`config.mk`:
```
export PLATFORM = sky130hd
export DESIGN_NAME = alarm_multi_ctrl_flat
export DESIGN_NICKNAME = d
export VERILOG_FILES = /design/src/rtl/alarm_multi_ctrl_if.sv /design/src/rtl/alarm_multi_ctrl.sv /design/src/flat_wrapper.sv
export SDC_FILE = /design/constraint.sdc
export NUM_CORES = 1
export LEC_CHECK = 0
export ABC_AREA = 1
export CAP_MARGIN = 20
export CORE_UTILIZATION = 50
export CTS_CLUSTER_DIAMETER = 100
export CTS_CLUSTER_SIZE = 25
export DETAILED_ROUTE_END_ITERATION = 10
export PLACE_DENSITY = 0.76
export REMOVE_ABC_BUFFERS = 1
export SYNTH_ARGS = -nofsm -noshare
export SYNTH_HDL_FRONTEND = slang
export SYNTH_SLANG_ARGS = --single-unit
```
`constraint.sdc`:
```
create_clock -name clk -period 3.2 [get_ports clk]
set_input_delay 0.8 -clock clk [delete_from_list [all_inputs] [get_ports clk]]
set_output_delay 0.8 -clock clk [all_outputs]
set_load 0.05 [all_outputs]
```
`src/rtl/alarm_multi_ctrl_if.sv`:
```
// Interface bundling the alarm settings, current time, buttons and LED outputs
// of alarm_multi_ctrl.
//   master : drives settings/time/buttons, observes LEDs (time-keeping side / bench)
//   slave  : the alarm controller itself
interface alarm_multi_ctrl_if #(
  parameter int NUM_ALARMS = 4
);
  logic [6*NUM_ALARMS-1:0] alarm_hour;
  logic [6*NUM_ALARMS-1:0] alarm_min;
  logic [NUM_ALARMS-1:0]   alarm_en;
  logic [5:0]              current_hour;
  logic [5:0]              current_min;
  logic                    snooze_btn;
  logic                    dismiss_btn;
  logic [NUM_ALARMS-1:0]   alarm_enable_LED;
  logic                    alarm_LED;
  logic [2:0]              active_id;
  logic                    snooze_led;

  modport master (
    output alarm_hour, alarm_min, alarm_en, current_hour, current_min,
           snooze_btn, dismiss_btn,
    input  alarm_enable_LED, alarm_LED, active_id, snooze_led
  );

  modport slave (
    input  alarm_hour, alarm_min, alarm_en, current_hour, current_min,
           snooze_btn, dismiss_btn,
    output alarm_enable_LED, alarm_LED, active_id, snooze_led
  );
endinterface

```
`src/rtl/alarm_multi_ctrl.sv`:
```
// Multi-channel alarm controller. Each channel has its own IDLE/RINGING/SNOOZED
// FSM driven by minute edges of the external time-keeping counter, with a
// per-event snooze limit and a global dismiss.
// Ports:
//   clk  - system clock
//   rst  - asynchronous reset, active-high
//   bus  - alarm_multi_ctrl_if.slave:
//          alarm_hour/alarm_min (6 bits per channel), alarm_en, current_hour,
//          current_min, snooze_btn, dismiss_btn in;
//          alarm_enable_LED, alarm_LED, active_id, snooze_led out (all registered)
module alarm_multi_ctrl #(
  parameter int NUM_ALARMS = 4,
  parameter int RING_MIN   = 2,
  parameter int SNOOZE_MIN = 5,
  parameter int MAX_SNOOZE = 3
) (
  input  logic               clk,
  input  logic               rst,
  alarm_multi_ctrl_if.slave  bus
);

  typedef enum logic [1:0] {IDLE, RINGING, SNOOZED} state_t;

  localparam logic [3:0] RING_LD = 4'(RING_MIN);
  localparam logic [3:0] SNZ_LD  = 4'(SNOOZE_MIN);
  localparam logic [2:0] MAX_CNT = 3'(MAX_SNOOZE);

  state_t          state     [NUM_ALARMS];
  state_t          state_nxt [NUM_ALARMS];
  logic [3:0]      timer     [NUM_ALARMS];
  logic [3:0]      timer_nxt [NUM_ALARMS];
  logic [2:0]      cnt       [NUM_ALARMS];
  logic [2:0]      cnt_nxt   [NUM_ALARMS];

  logic [5:0]            prev_min;
  logic                  prev_vld;
  logic                  min_edge;
  logic [NUM_ALARMS-1:0] match;

  logic       ring_any;
  logic       snz_any;
  logic [2:0] id_nxt;

  // prev_vld suppresses the edge in the first cycle after reset, so releasing
  // reset while the time already equals an alarm setting never rings.
  always_comb begin
    min_edge = prev_vld && (bus.current_min != prev_min);
  end

  always_comb begin
    match = '0;
    for (int unsigned i = 0; i < NUM_ALARMS; i++) begin
      state_nxt[i] = state[i];
      timer_nxt[i] = timer[i];
      cnt_nxt[i]   = cnt[i];
      match[i] = min_edge && bus.alarm_en[i] &&
                 (bus.current_hour == bus.alarm_hour[6*i +: 6]) &&
                 (bus.current_min  == bus.alarm_min[6*i +: 6]);

      if (!bus.alarm_en[i]) begin
        state_nxt[i] = IDLE;
      end else begin
        unique case (state[i])
          IDLE: begin
            if (match[i]) begin
              state_nxt[i] = RINGING;
              timer_nxt[i] = RING_LD;
              cnt_nxt[i]   = '0;
            end
          end
          RINGING: begin
            if (bus.dismiss_btn) begin
              state_nxt[i] = IDLE;
            end else if (bus.snooze_btn && (cnt[i] < MAX_CNT)) begin
              state_nxt[i] = SNOOZED;
              timer_nxt[i] = SNZ_LD;
              cnt_nxt[i]   = cnt[i] + 3'd1;
            end else if (min_edge) begin
              // An exhausted snooze press is ignored, so the timer still runs.
              if (timer[i] == 4'd1) state_nxt[i] = IDLE;
              else                  timer_nxt[i] = timer[i] - 4'd1;
            end
          end
          SNOOZED: begin
            if (bus.dismiss_btn) begin
              state_nxt[i] = IDLE;
            end else if (min_edge) begin
              if (timer[i] == 4'd1) begin
                state_nxt[i] = RINGING;
                timer_nxt[i] = RING_LD;
              end else begin
                timer_nxt[i] = timer[i] - 4'd1;
              end
            end
          end
          default: state_nxt[i] = IDLE;
        endcase
      end
    end
  end

  // Outputs are derived from the next state so the LEDs change on the same
  // clock edge as the channel state.
  always_comb begin
    ring_any = 1'b0;
    snz_any  = 1'b0;
    id_nxt   = '0;
    for (int unsigned i = 0; i < NUM_ALARMS; i++) begin
      if (state_nxt[i] == RINGING && !ring_any) id_nxt = 3'(i);
      if (state_nxt[i] == RINGING) ring_any = 1'b1;
      if (state_nxt[i] == SNOOZED) snz_any  = 1'b1;
    end
  end

  always_ff @(posedge clk or posedge rst) begin
    if (rst) begin
      for (int unsigned i = 0; i < NUM_ALARMS; i++) begin
        state[i] <= IDLE;
        timer[i] <= '0;
        cnt[i]   <= '0;
      end
      prev_min             <= '0;
      prev_vld             <= 1'b0;
      bus.alarm_enable_LED <= '0;
      bus.alarm_LED        <= 1'b0;
      bus.active_id        <= '0;
      bus.snooze_led       <= 1'b0;
    end else begin
      for (int unsigned i = 0; i < NUM_ALARMS; i++) begin
        state[i] <= state_nxt[i];
        timer[i] <= timer_nxt[i];
        cnt[i]   <= cnt_nxt[i];
      end
      prev_min             <= bus.current_min;
      prev_vld             <= 1'b1;
      bus.alarm_enable_LED <= bus.alarm_en;
      bus.alarm_LED        <= ring_any;
      bus.active_id        <= id_nxt;
      bus.snooze_led       <= snz_any && !ring_any;
    end
  end

endmodule
```
`src/flat_wrapper.sv`:
```
// flat-port wrapper written by rule: the top's interface ports become plain ports
module alarm_multi_ctrl_flat 
#(
  parameter int NUM_ALARMS = 4,
  parameter int RING_MIN   = 2,
  parameter int SNOOZE_MIN = 5,
  parameter int MAX_SNOOZE = 3
)
  (clk, rst, bus_alarm_hour, bus_alarm_min, bus_alarm_en, bus_current_hour, bus_current_min, bus_snooze_btn, bus_dismiss_btn, bus_alarm_enable_LED, bus_alarm_LED, bus_active_id, bus_snooze_led);
  alarm_multi_ctrl_if #(.NUM_ALARMS(NUM_ALARMS)) bus_i ();
  input  logic clk;
  input  logic rst;
  input wire logic [$bits(bus_i.alarm_hour)-1:0] bus_alarm_hour;
  input wire logic [$bits(bus_i.alarm_min)-1:0] bus_alarm_min;
  input wire logic [$bits(bus_i.alarm_en)-1:0] bus_alarm_en;
  input wire logic [$bits(bus_i.current_hour)-1:0] bus_current_hour;
  input wire logic [$bits(bus_i.current_min)-1:0] bus_current_min;
  input wire logic [$bits(bus_i.snooze_btn)-1:0] bus_snooze_btn;
  input wire logic [$bits(bus_i.dismiss_btn)-1:0] bus_dismiss_btn;
  output wire logic [$bits(bus_i.alarm_enable_LED)-1:0] bus_alarm_enable_LED;
  output wire logic [$bits(bus_i.alarm_LED)-1:0] bus_alarm_LED;
  output wire logic [$bits(bus_i.active_id)-1:0] bus_active_id;
  output wire logic [$bits(bus_i.snooze_led)-1:0] bus_snooze_led;
  assign bus_i.alarm_hour = bus_alarm_hour;
  assign bus_i.alarm_min = bus_alarm_min;
  assign bus_i.alarm_en = bus_alarm_en;
  assign bus_i.current_hour = bus_current_hour;
  assign bus_i.current_min = bus_current_min;
  assign bus_i.snooze_btn = bus_snooze_btn;
  assign bus_i.dismiss_btn = bus_dismiss_btn;
  assign bus_alarm_enable_LED = bus_i.alarm_enable_LED;
  assign bus_alarm_LED = bus_i.alarm_LED;
  assign bus_active_id = bus_i.active_id;
  assign bus_snooze_led = bus_i.snooze_led;
  alarm_multi_ctrl #(.NUM_ALARMS(NUM_ALARMS), .RING_MIN(RING_MIN), .SNOOZE_MIN(SNOOZE_MIN), .MAX_SNOOZE(MAX_SNOOZE)) u_core (.clk(clk), .rst(rst), .bus(bus_i));
endmodule
```
# Word-level counts from Yosys, hierarchy flattened
# Index checks and enable logic that the tools add are counted.
# word_totals
register_bits	51
# op_classes
n_reduce_logical	45
add_sub_neg	8
eq_ne	57
magnitude_cmp	4
mux	103
# ops
op	count
$mux W4	32
$mux W2	38
$eq A6 B6 Y1	8
$pmux W4 S3	4
$mux W3	12
$reduce_and A8 Y1	4
$ne A2 B1 Y1 const B	12
$pmux W2 S3	4
$pmux W3 S2	4
$logic_and A1 B1 Y1	21
$reduce_and A5 Y1	4
$eq A2 B1 Y1 const B	8
$eq A2 B2 Y1 const B	8
$eq A4 B1 Y1 const B	4
$ne A2 B2 Y1 const B	8
$sub A4 B1 Y4 const B	4
$add A3 B1 Y3 const B	4
$lt A3 B2 Y1 const B	4
$ne A3 B1 Y1 const B	4
$ne A3 B2 Y1 const B	4
$reduce_bool A3 Y1	4
$mux W1	9
$logic_not A2 Y1	4
$reduce_bool A2 Y1	4
2 further kinds	5

# Logic depth before layout (Yosys ltp)
# Gate-level depths: netlist of the first run.
# depth
depth_word	15
depth_mapped	18
ltp_nobuf	17

# Least setup slack after synthesis of the first run
# Ideal clock, no wire load.
# synth_path
path_type	input to register
startpoint	input port bus_current_min[4]
endpoint	register u_core.timer[7] (netlist name)
n_path_buf	1
slack_ps	1132
setup_time_ps	64
path_stages	13
t_arrival_ps	2004
path_cell_list	buf_4 > inv_2 > nand2_1 > nand2_1 > nor2_2 > nand3_4 > nand2_4 > inv_4 > nand2_2 > nand2_1 > nand4_4 > o21ai_0 > o21a_1
# synth_between
elab_chain_len	7
elab_cells_between_ends	10
classes_between	eq/ne: 5; reduce/logical: 5
# synth_rtl
item	line_no	rtl
start, declared	flat_wrapper.sv:17	input wire logic [$bits(bus_i.current_min)-1:0] bus_current_min;
$ne A6 B6 Y1	alarm_multi_ctrl.sv:47	min_edge = prev_vld && (bus.current_min != prev_min);
$logic_and A1 B1 Y1	alarm_multi_ctrl.sv:47	
$logic_and A1 B1 Y1 (2 in a row)	alarm_multi_ctrl.sv:56	match[i] = min_edge && bus.alarm_en[i] &&
$logic_and A1 B1 Y1	alarm_multi_ctrl.sv:57	(bus.current_hour == bus.alarm_hour[6*i +: 6]) &&
$ne A2 B1 Y1 (no source line)	--	
$reduce_and A8 Y1 (no source line) *	--	
end signal, assigned by index	alarm_multi_ctrl.sv:131	timer[i] <= timer_nxt[i];
end, declared	alarm_multi_ctrl.sv:30	logic [3:0] timer [NUM_ALARMS];
# Every way passes the cells marked *; elsewhere a longest branch is shown, timed or not.
# A chain may end at the register's enable or synchronous reset.

# Final worst setup path of the first run
# layout_path
startpoint	input port bus_current_min[5]
endpoint	register u_core.bus.active_id[0]
# layout_between
elab_chain_len	15
elab_cells_between_ends	66
classes_between	eq/ne: 9; mux: 38; reduce/logical: 19
# layout_rtl
item	line_no	rtl
$ne A6 B6 Y1	alarm_multi_ctrl.sv:47	
$logic_and A1 B1 Y1	alarm_multi_ctrl.sv:47	
$logic_and A1 B1 Y1 (2 in a row)	alarm_multi_ctrl.sv:56	
$logic_and A1 B1 Y1	alarm_multi_ctrl.sv:57	
$mux W2	alarm_multi_ctrl.sv:65	if (match[i]) begin
$pmux W2 S3	alarm_multi_ctrl.sv:63	unique case (state[i])
$mux W2	alarm_multi_ctrl.sv:60	if (!bus.alarm_en[i]) begin
$eq A2 B1 Y1	--	
$mux W1	alarm_multi_ctrl.sv:110	if (state_nxt[i] == RINGING) ring_any = 1'b1;
$logic_not A1 Y1 / $mux W1 (equally long branches)	alarm_multi_ctrl.sv:109, alarm_multi_ctrl.sv:110	
$logic_and A1 B1 Y1, or another cell as far along	alarm_multi_ctrl.sv:109	if (state_nxt[i] == RINGING && !ring_any) id_nxt = 3'(i);
$mux W1, or another cell as far along	alarm_multi_ctrl.sv:109	
$mux W2 / $logic_and A1 B1 Y1 (equally long branches)	alarm_multi_ctrl.sv:109	
$mux W2 *	alarm_multi_ctrl.sv:109	
via u_core.id_nxt[0]	alarm_multi_ctrl.sv:42	logic [2:0] id_nxt;
end signal, assigned	alarm_multi_ctrl.sv:138	bus.active_id <= id_nxt;
end, declared	alarm_multi_ctrl_if.sv:29	output alarm_enable_LED, alarm_LED, active_id, snooze_led
# Mark *: on every way through the listed nets, which the timed path passes. The rest lies on a longest branch.

==> results of run 1 <==
==> worst max-delay path: stages <==
cell,delay [ns]
clkdlybuf4s50_1,0.68
inv_2,0.11
nand2_1,0.07
nand2_1,0.05
inv_1,0.04
nand2_1,0.04
nor2_1,0.10
nand2_1,0.06
nor2_1,0.20
nand2_2,0.10
nand2_1,0.07
nand2_1,0.06
nand2_1,0.09
nand2_1,0.08
nor2_1,0.09
nand2_1,0.06
a21boi_1,0.16
==> power groups by stage <==
stage | clock, µW | combinational [µW] | sequential (µW)
2_1_floorplan | 0 | 167 | 709
3_3_place_gp | 0 | 327 | 702
3_5_place_dp | 0 | 335 | 703
4_1_cts | 502 | 336 | 691
5_1_grt | 530 | 373 | 695
6_report | 497 | 335 | 691
==> sequential cells by signal, summed over array words and instances (netlist names), 2 cells and up <==
name / flops
u_core.timer: 16
u_core.bus.active_id: 2
u_core.cnt: 12
u_core.prev_min: 6
u_core.state: 8
u_core.bus.alarm_enable_LED: 4
==> Yosys cell counts (2+ instances only) <==
library cell,n,area share [%]
buf_4,3,0.54
inv_1,109,9.9
nor2_1,50,4.5
ha_1,28,8.4
nor2_2,4,0.60
a22oi_1,4,0.72
inv_2,8,0.72
nand3_2,7,1.7
o21a_1,6,1.1
nand4_1,9,1.4
o21ai_0,47,5.7
conb_1,2,0.18
a21boi_0,2,0.36
xor2_1,10,2.1
a21oi_1,25,3.0
nand2_2,10,1.5
xnor2_1,6,1.3
nand2_1,203,18
nand3_1,26,3.1
nor3_1,6,0.72
dfrtp_1,51,31
o21ai_1,3,0.36
nand3b_1,2,0.36
==> routing by layer <==
metal / global-route usage [%] / vias to the layer above
met4: 6.79 / 0
met5: 0 / -
met2: 44.4 / 76
met3: 3.50 / 15
li1: - / 2132
met1: 36.8 / 1846
==> layout make-up <==
| type | count | area (µm²) |
|---|---|---|
| clock buffers | 6 | 82.6 |
| clock inverters | 2 | 38.8 |
| fillers | 690 | 2730 |
| inverters | 118 | 445 |
| multi-input cells | 459 | 2400 |
| flip-flops and latches | 51 | 1280 |
| well taps | 102 | 128 |
| repair buffers | 78 | 786 |
==> metrics by stage <==
stage               cells  area (µm²)  hold slack, ns
CTS                   816        5150           0.504
finish                816        5150           0.503
floorplan             628        4120           0.453
detailed placement    808        5030           0.480
global placement      808        5030           0.476
global route          816        5150           0.525
==> cell families (layout without fill, tap and decap cells) <==
logic type | count (synthesis) | after routing
simple gates | 321 | 321
flops | 51 | 51
other cells | 2 | 2
fa+ha+maj | 28 | 28
buf+inv | 123 | 204
compound gates | 92 | 92
xor+xnor | 16 | 16
==> final timing paths <==
check / start / endpoint / slack, ns / cells after the start
setup / recovery: bus_current_min[5] / u_core.bus.active_id[0] / 0.55 / 17
hold / removal: u_core.timer[13] / u_core.timer[13] / 0.50 / 2
setup reg to reg: u_core.timer[9] / u_core.bus.snooze_led / 1.22 / 13
hold reg to reg: u_core.timer[13] / u_core.timer[13] / 0.50 / 2
max in group asynchronous: rst / u_core.state[3] / 1.74 / 3
min in group asynchronous: rst / u_core.bus.snooze_led / 0.89 / 2
==> key figures, run 1 <==
Power and ir drop
  • Pleak: 0.00276 µW
  • Net switching power: 438 µW
  • Pwr per Cell Area: 295 nW/µm²
  • Reg power frac: 45.4%
  • Switching Share: 28.8%
  • Part of the power in the clock network: 32.6%
  • P_int: 1080 µW
  • Design Power: 1520 µW
  • Gate power share: 22.0%
  • Worst vdd ir: 0.201 mV

Route
  • Routed Antenna Nets: 0
  • DRT iter0 DRCs: 231
  • Routed wl met3: 375 µm
  • Per-cell routed wire length: 13.1 µm
  • Router iterations before antenna repair: 5
  • Met1 wire length: 5190 µm
  • Via count: 4069
  • Met2 routed WL: 4990 µm
  • Residual DRC count: 0
  • Top sig layer: met4
  • Detail-routed via count per cell: 4.99
  • Total Wirelength: 10700 µm

Setup path
  • Crit end category: register
  • Crit-path max FO: 8
  • CP Class: in2reg
  • Worst Path Arrival: 2.88 ns
  • Critical path launch point type: primary input
  • CP required: 3.43 ns

Synth
  • Synth unique cells: 35
  • Main combinational cell family by area after synthesis: simple AND/OR/NAND/NOR gates
  • Simple logic cell fraction of the synthesized area: 33.6%
  • FF+latch count, synth: 51
  • Seq/Total Area, Yosys: 30.7%
  • Post-synthesis compound-gate area fraction: 12.2%
  • Cells after Synth: 633
  • Ys flop type: dfrtp_1
  • Synth Area in XOR/XNOR: 3.38%
  • Average size of a mapped cell: 6.56 µm²
  • Synth Area in Adders: 8.44%
  • Post-synth ARST share: 100%
  • Synthesized cell area: 4150 µm²
  • Multiplexer area fraction after synthesis: 0%
  • EDFF count, synth: 0
  • Synth warn: 0

Clock network
  • Post-cts resize count: 0
  • Clk slew on worst S/H paths: 0.10 ns
  • Root buf cell: clkbuf_8
  • Cts hold-fix bufs: 0
  • Number of CTS-inserted buffers: 5
  • Setup Fix Bufs, Post-CTS: 0
  • Worst-Skew Late Latency: 0.32 ns
  • H-Tree Depth: 2
  • Clock Sinks: 51
  • CTS tree: done
  • Clk buf depth: 2

Floorplanning
  • I/O pin cnt: 77
  • Initial core utilization: 52.6%
  • Cell row count: 32
  • DIE AREA: 8670 µm²
  • Die Span Y: 93.1 µm
  • Core area: 7890 µm²
  • Die X-Extent: 93.1 µm

Timing
  • Slew Limit Headroom: 56.4%
  • Final Max Slew Viols: 0
  • Setup TNS: 0 ns
  • Max Clk Rate: 0.377 GHz
  • RSZ-0062 raised after global routing: no
  • Fin crit period: 2.65 ns
  • Worst Clk Skew: 0.0132 ns
  • Final hold viol count: 0
  • Slew @ Worst Pin: 0.653 ns
  • Fin crit share: 82.9%
  • Final worst slack: 0.548 ns
  • Final setup viols: 0

Outcome
  • Status: finished clean

Worst hold path
  • HP Class: reg2reg

Finish
  • Ant. Diodes: 0
  • Layout cells sized above 1: 6.30%
  • P&R area growth vs syn: 24.2%
  • Layout Nets: 809
  • Fin util: 65.4%
  • Commonest non-fill, non-tap cell in the layout: nand2_1
  • Most frequent cells in the layout: nand2_1, inv_1, clkdlybuf4s50_1

GRT
  • Largest net degree at the start of global routing: 27
  • Overall Global Routing Usage: 26.8%
  • Aggregate global routing overflow: 0
  • Initial antenna violation count: 0
  • Vias in the first global route: 3981
  • First-pass GRT wire length: 18300 µm

Placement
  • Quantity of I/O buffers inserted on ports: 75
  • Dpl ws: 0.185 ns
  • Routability congestion estimate: 0.934
  • Post-detail-place hpwl: 8770 µm

Flow run
  • Max Cap Viol: 0
Power figures use the tool's default switching activity.
==> run 2, diff against run 1 <==
==> constraint.sdc (replaced) <==
create_clock -name clk -period 2.7 [get_ports clk]
set_input_delay 0.675 -clock clk [delete_from_list [all_inputs] [get_ports clk]]
set_output_delay 0.675 -clock clk [all_outputs]
set_load 0.05 [all_outputs]
==> key figures, run 2 (same netlist as run 1, synthesis figures left out) <==
Clock network
  • Setup Fix Bufs, Post-CTS: 0 (unchanged)
  • Worst-Skew Late Latency: 0.31 ns (was 0.32 ns)
  • CTS tree: done (unchanged)
  • Root buf cell: clkbuf_8 (unchanged)
  • Clk slew on worst S/H paths: 0.11 ns (was 0.10 ns)
  • H-Tree Depth: 2 (unchanged)
  • Cts hold-fix bufs: 0 (unchanged)
  • Clk buf depth: 2 (unchanged)
  • Post-cts resize count: 0 (unchanged)
  • Number of CTS-inserted buffers: 5 (unchanged)
  • Clock Sinks: 51 (unchanged)

Finish
  • Largest register FFs: 16 (unchanged)
  • Reg with most FFs: u_core.timer (unchanged)
  • Cell Count, Final, Fillers Out: 828 (was 816)
  • Finished Cell Area: 5250 µm² (was 5150 µm²)
  • Layout cells sized above 1: 7.85% (was 6.30%)
  • P&R area growth vs syn: 26.5% (was 24.2%)
  • Layout Nets: 821 (was 809)
  • Fill cell count: 696 (was 690)
  • Most frequent cells in the layout: nand2_1, inv_1, clkdlybuf4s50_1 (unchanged)
  • Commonest non-fill, non-tap cell in the layout: nand2_1 (unchanged)
  • Biggest regs: u_core.timer: 16 flops, u_core.cnt: 12 flops, u_core.state: 8 flops (unchanged)
  • Ant. Diodes: 0 (unchanged)

Timing
  • Fin crit period: 2.44 ns
  • RSZ-0062 raised after global routing: no (unchanged)
  • Slew Limit Headroom: 62.0% (was 56.4%)
  • Max Clk Rate: 0.410 GHz
  • Worst Clk Skew: 0.0154 ns (was 0.0132 ns)
  • Fin crit share: 90.3%
  • Final hold viol count: 0 (unchanged)
  • Final Max Slew Viols: 0 (unchanged)
  • Final setup viols: 0 (unchanged)
  • Final worst slack: 0.261 ns (was 0.548 ns)
  • Slew @ Worst Pin: 0.569 ns (was 0.653 ns)

GRT
  • Overall Global Routing Usage: 26.3% (was 26.8%)
  • Initial antenna violation count: 0 (unchanged)
  • Aggregate global routing overflow: 0 (unchanged)
  • Vias in the first global route: 4034 (was 3981)
  • Largest net degree at the start of global routing: 30 (was 27)
  • First-pass GRT wire length: 18100 µm (was 18300 µm)

Route
  • Router iterations before antenna repair: 5 (unchanged)
  • Total Wirelength: 10700 µm (about the same)
  • Per-cell routed wire length: 12.9 µm (was 13.1 µm)
  • DRT iter0 DRCs: 212 (was 231)
  • Via count: 4152 (was 4069)
  • Routed Antenna Nets: 0 (unchanged)
  • Residual DRC count: 0 (unchanged)
  • Detail-routed via count per cell: 5.01 (was 4.99)

Setup path
  • Buf/Inv on CP: 5 (was 3)
  • CP Class: in2reg (unchanged)
  • Critical path's top delay family: simple AND/OR/NAND/NOR gates (unchanged)
  • Reg2Reg Depth: 11 (was 13)
  • CP required: 2.96 ns (was 3.43 ns)
  • Critical path launch point type: primary input (unchanged)
  • Worst Path Arrival: 2.70 ns (was 2.88 ns)
  • RR Endpoint: u_core.timer[2] (was u_core.bus.snooze_led)
  • Crit end category: register (unchanged)
  • Reg2reg setup slack: 0.76 ns (was 1.22 ns)
  • Crit-path slowest cell: clkdlybuf4s50_1 (unchanged)
  • RR Startpoint: u_core.state[1] (was u_core.timer[9])
  • Critical Path, Cell by Cell: clkdlybuf4s50_1, inv_1, nand2_1, nand2_1, nor2_2, nand3_4, nand2_4, inv_4, nand2_2, nand3_2, nand2_1, inv_2, nand3_2, nand2_2, inv_2, nand2_2, nor2_2 (was clkdlybuf4s50_1, inv_2, nand2_1, nand2_1, inv_1, nand2_1, nor2_1, nand2_1, nor2_1, nand2_2, nand2_1, nand2_1, nand2_1, nand2_1, nor2_1, nand2_1, a21boi_1)
  • Crit-path max FO: 8 (unchanged)
  • Slowest cell delay on critical path: 0.57 ns (was 0.68 ns)

Floorplanning
  • Cell row count: 32 (unchanged)
  • I/O pin cnt: 77 (unchanged)
  • Die X-Extent: 93.1 µm (unchanged)
  • Core area: 7890 µm² (unchanged)
  • DIE AREA: 8670 µm² (unchanged)
  • Initial core utilization: 52.6% (unchanged)
  • Die Span Y: 93.1 µm (unchanged)

Outcome
  • Status: finished clean (unchanged)

Placement
  • Dpl ws: -0.0591 ns (was 0.185 ns)
  • Post-detail-place hpwl: 8690 µm (was 8770 µm)
  • Post-DP Area: 5140 µm² (was 5030 µm²)
  • DP Cell Count: 820 (was 808)
  • Quantity of I/O buffers inserted on ports: 75 (unchanged)
  • Routability congestion estimate: 1.01 (was 0.934)

Power and ir drop
  • Pleak: 0.00281 µW (was 0.00276 µW)
  • Pwr per Cell Area: 342 nW/µm² (was 295 nW/µm²)
  • Worst vdd ir: 0.283 mV (was 0.201 mV)
  • Design Power: 1800 µW (was 1520 µW)

Worst hold path
  • Hold path cells: 2 (unchanged)
  • Worst hold endpoint: u_core.timer[1] (was u_core.timer[13])
  • Hold_sp: u_core.timer[1] (was u_core.timer[13])
  • HP Class: reg2reg (unchanged)

Flow run
  • Max Cap Viol: 0 (unchanged)
-- run 2: worst max-delay path by stage --
stage                              end                from  slack, ns  cells after the start
3_5_place_dp     u_core.bus.snooze_led  bus_current_min[1]      -0.06                     17
5_1_grt          u_core.bus.snooze_led  bus_current_min[1]       0.08                     16
3_3_place_gp     u_core.bus.snooze_led  bus_current_min[3]       0.03                     17
2_1_floorplan  u_core.bus.active_id[0]                 rst       0.80                      1
4_1_cts          u_core.bus.snooze_led  bus_current_min[1]       0.28                     17
6_report         u_core.bus.snooze_led  bus_current_min[1]       0.26                     17
-- run 2: layout make-up --
cell class	count	area [µm²]	share of cell area (%)
clock inverters	3	46.3	0.882
clock buffers	5	68.8	1.31
multi-input cells	459	2400	45.7
inverters	118	445	8.48
well taps	102	128	2.43
repair buffers	90	888	16.9
flip-flops and latches	51	1280	24.3
-- run 2: power by group --
group	leakage, µW	switching [µW]	total (µW)	internal (µW)
combinational	0.00212	215	411	196
clock	0.0000548	287	567	280
sequential	0.000636	22.1	819	796
total	0.00281	524	1800	1270
-- run 2: worst register-to-register path, stage by stage, from the launching register on --
cell	delay, ns
dfrtp_1	0.45
inv_1	0.11
ha_1	0.24
inv_1	0.13
nor2_1	0.16
inv_1	0.10
o21ai_0	0.17
a21oi_1	0.08
nand2_1	0.14
inv_1	0.10
nand4_1	0.07
o21ai_0	0.08
-- run 2: metal layers --
metal | part of all wire, % | up-vias | GRT usage (%)
met1 | 48 | 1893 | 34.9
met2 | 48 | 88 | 45.0
met5 | 0 | - | 0
li1 | - | 2156 | -
met4 | 1.7 | 0 | 7.31
met3 | 2.8 | 15 | 3.33
-- run 2: stage by stage --
| step | util (%) | hold slack (ns) | setup TNS [ns] |
|---|---|---|---|
| 6_report | 66.6 | 0.499 | 0 |
| 5_1_grt | 66.6 | 0.529 | 0 |
| 4_1_cts | 66.6 | 0.501 | 0 |
| 3_5_place_dp | 65.1 | 0.473 | -0.313 |
| 3_3_place_gp | 65.1 | 0.470 | 0 |
| 2_1_floorplan | - | 0.453 | 0 |
==> run 3, diff against run 2 <==
--- a/config.mk
+++ b/config.mk
@@ -11,7 +11,9 @@
 export CTS_CLUSTER_DIAMETER = 100
 export CTS_CLUSTER_SIZE = 25
 export DETAILED_ROUTE_END_ITERATION = 10
+export HOLD_SLACK_MARGIN = 0.12
 export PLACE_DENSITY = 0.76
+export RECOVER_POWER = 100
 export REMOVE_ABC_BUFFERS = 1
 export SYNTH_ARGS = -nofsm -noshare
 export SYNTH_HDL_FRONTEND = slang
==> key figures, run 3 (same netlist as run 1, synthesis figures left out) <==
Outcome
  • Status: finished clean (unchanged)

Setup path
  • Critical path's top delay family: simple AND/OR/NAND/NOR gates (unchanged)
  • Worst Path Arrival: 2.75 ns (was 2.70 ns)
  • Critical Path, Cell by Cell: dlygate4sd3_1, inv_1, nand2_1, nand2_1, nor2_2, nand3_4, nand2_4, inv_4, nand2_2, nand3_2, nand2_1, inv_1, nand3_2, nand2_2, inv_1, nand2_2, nor2_2 (was clkdlybuf4s50_1, inv_1, nand2_1, nand2_1, nor2_2, nand3_4, nand2_4, inv_4, nand2_2, nand3_2, nand2_1, inv_2, nand3_2, nand2_2, inv_2, nand2_2, nor2_2)
  • Critical path launch point type: primary input (unchanged)
  • Buf/Inv on CP: 5 (unchanged)
  • Slowest cell delay on critical path: 0.70 ns (was 0.57 ns)
  • Crit-path slowest cell: dlygate4sd3_1 (was clkdlybuf4s50_1)
  • Reg2reg setup slack: 0.75 ns (was 0.76 ns)
  • CP Class: in2reg (unchanged)
  • Crit end category: register (unchanged)
  • Crit-path max FO: 8 (unchanged)
  • CP required: 2.96 ns (about the same)

Worst hold path
  • HP Class: reg2reg (unchanged)

Clock network
  • Setup Fix Bufs, Post-CTS: 0 (unchanged)
  • Number of CTS-inserted buffers: 5 (unchanged)
  • CTS tree: done (unchanged)
  • H-Tree Depth: 2 (unchanged)
  • Clk slew on worst S/H paths: 0.11 ns (about the same)
  • Cts hold-fix bufs: 0 (unchanged)
  • Root buf cell: clkbuf_8 (unchanged)
  • Worst-Skew Late Latency: 0.31 ns (about the same)
  • Post-cts resize count: 0 (unchanged)
  • Clk buf depth: 2 (unchanged)
  • Clock Sinks: 51 (unchanged)

Finish
  • Layout cells sized above 1: 7.02% (was 7.85%)
  • Layout Nets: 821 (unchanged)
  • Commonest non-fill, non-tap cell in the layout: nand2_1 (unchanged)
  • Most frequent cells in the layout: nand2_1, inv_1, clkdlybuf4s50_1 (unchanged)
  • Cell Count, Final, Fillers Out: 828 (unchanged)
  • Reg with most FFs: u_core.timer (unchanged)
  • P&R area growth vs syn: 25.8% (was 26.5%)
  • Largest register FFs: 16 (unchanged)
  • Ant. Diodes: 0 (unchanged)
  • Biggest regs: u_core.timer: 16 flops, u_core.cnt: 12 flops, u_core.state: 8 flops (unchanged)

Route
  • Detail-routed via count per cell: 5.05 (was 5.01)
  • Residual DRC count: 0 (unchanged)
  • Via count: 4182 (was 4152)
  • Total Wirelength: 10700 µm (about the same)
  • DRT iter0 DRCs: 245 (was 212)
  • Per-cell routed wire length: 12.9 µm (about the same)
  • Routed Antenna Nets: 0 (unchanged)
  • Router iterations before antenna repair: 5 (unchanged)

GRT
  • Initial antenna violation count: 0 (unchanged)
  • Aggregate global routing overflow: 0 (unchanged)
  • Overall Global Routing Usage: 26.3% (unchanged)
  • Met3 usage: 3.33% (unchanged)
  • Vias in the first global route: 4034 (unchanged)
  • Gr busiest metal: met2 (unchanged)
  • GR Util met1: 34.9% (unchanged)
  • Met2 Use GR: 45.0% (unchanged)
  • Largest net degree at the start of global routing: 30 (unchanged)
  • First-pass GRT wire length: 18100 µm (unchanged)

Power and ir drop
  • Pwr per Cell Area: 343 nW/µm² (was 342 nW/µm²)
  • Worst vdd ir: 0.287 mV (was 0.283 mV)
  • Pleak: 0.00282 µW (was 0.00281 µW)

Placement
  • Quantity of I/O buffers inserted on ports: 75 (unchanged)
  • Post-detail-place hpwl: 8690 µm (unchanged)
  • Dpl ws: -0.0591 ns (unchanged)
  • Routability congestion estimate: 1.01 (unchanged)
  • DP Cell Count: 820 (unchanged)

Floorplanning
  • Die Span Y: 93.1 µm (unchanged)
  • Die X-Extent: 93.1 µm (unchanged)
  • Cell row count: 32 (unchanged)
  • DIE AREA: 8670 µm² (unchanged)
  • Core area: 7890 µm² (unchanged)
  • Initial core utilization: 52.6% (unchanged)
  • I/O pin cnt: 77 (unchanged)

Timing
  • Final setup viols: 0 (unchanged)
  • Fin crit share: 92.2% (was 90.3%)
  • Max Clk Rate: 0.402 GHz (was 0.410 GHz)
  • Fin crit period: 2.49 ns (was 2.44 ns)
  • Final hold viol count: 0 (unchanged)
  • Final Max Slew Viols: 0 (unchanged)
  • Final worst slack: 0.209 ns (was 0.261 ns)
  • Slew Limit Headroom: 34.7% (was 62.0%)
  • Hold Worst Slack: 0.500 ns (was 0.499 ns)
  • Slew @ Worst Pin: 0.979 ns (was 0.569 ns)
  • Worst Clk Skew: 0.0154 ns (about the same)
  • RSZ-0062 raised after global routing: no (unchanged)

Flow run
  • Max Cap Viol: 0 (unchanged)
==> run 3: metrics by stage <==
step / total power [µW] / utilization (%) / instance area, µm² / setup TNS, ns
after floorplan: 1040 / - / 4120 / 0
after global placement: 1230 / 65.1 / 5140 / 0
after detailed placement: 1240 / 65.1 / 5140 / -0.313
after CTS: 1810 / 66.6 / 5250 / 0
after global routing: 1880 / 66.2 / 5220 / 0
final: 1790 / 66.2 / 5220 / 0
==> run 3: path summary, 6_finish.rpt <==
path | from | to | depth (start not counted)
setup / recovery | bus_current_min[3] | u_core.bus.snooze_led | 17
hold / removal | u_core.timer[1] | u_core.timer[1] | 2
setup reg to reg | u_core.state[1] | u_core.timer[2] | 11
hold reg to reg | u_core.timer[1] | u_core.timer[1] | 2
max in group asynchronous | rst | u_core.prev_vld | 3
min in group asynchronous | rst | u_core.prev_min[1] | 2
==> run 3: metal layers <==
layer | vias to the layer above | part of all wire, %
met2 | 91 | 48
met3 | 18 | 3.8
met5 | - | 0
met4 | 0 | 2.0
met1 | 1915 | 47
li1 | 2158 | -
==> run 3: power by group <==
| group | leakage (µW) | internal, µW | switching [µW] |
|---|---|---|---|
| combinational | 0.00213 | 189 | 213 |
| clock | 0.0000548 | 280 | 290 |
| sequential | 0.000636 | 797 | 21.8 |
| total | 0.00282 | 1270 | 525 |
==> run 3: worst reg2reg max path: stages (launching register included) <==
cell and delay, ns:
dfrtp_1 0.46, inv_1 0.11, ha_1 0.24, inv_1 0.13, nor2_1 0.16, inv_1 0.10, o21ai_0 0.17, a21oi_1 0.08
nand2_1 0.14, inv_1 0.10, nand4_1 0.07, o21ai_0 0.08
==> run 3: layout make-up <==
cell class              count  area [µm²]
clock buffers               5        68.8
clock inverters             3        46.3
fillers                   700        2660
inverters                 118         445
multi-input cells         459        2390
flip-flops and latches     51        1280
well taps                 102         128
repair buffers             90         873
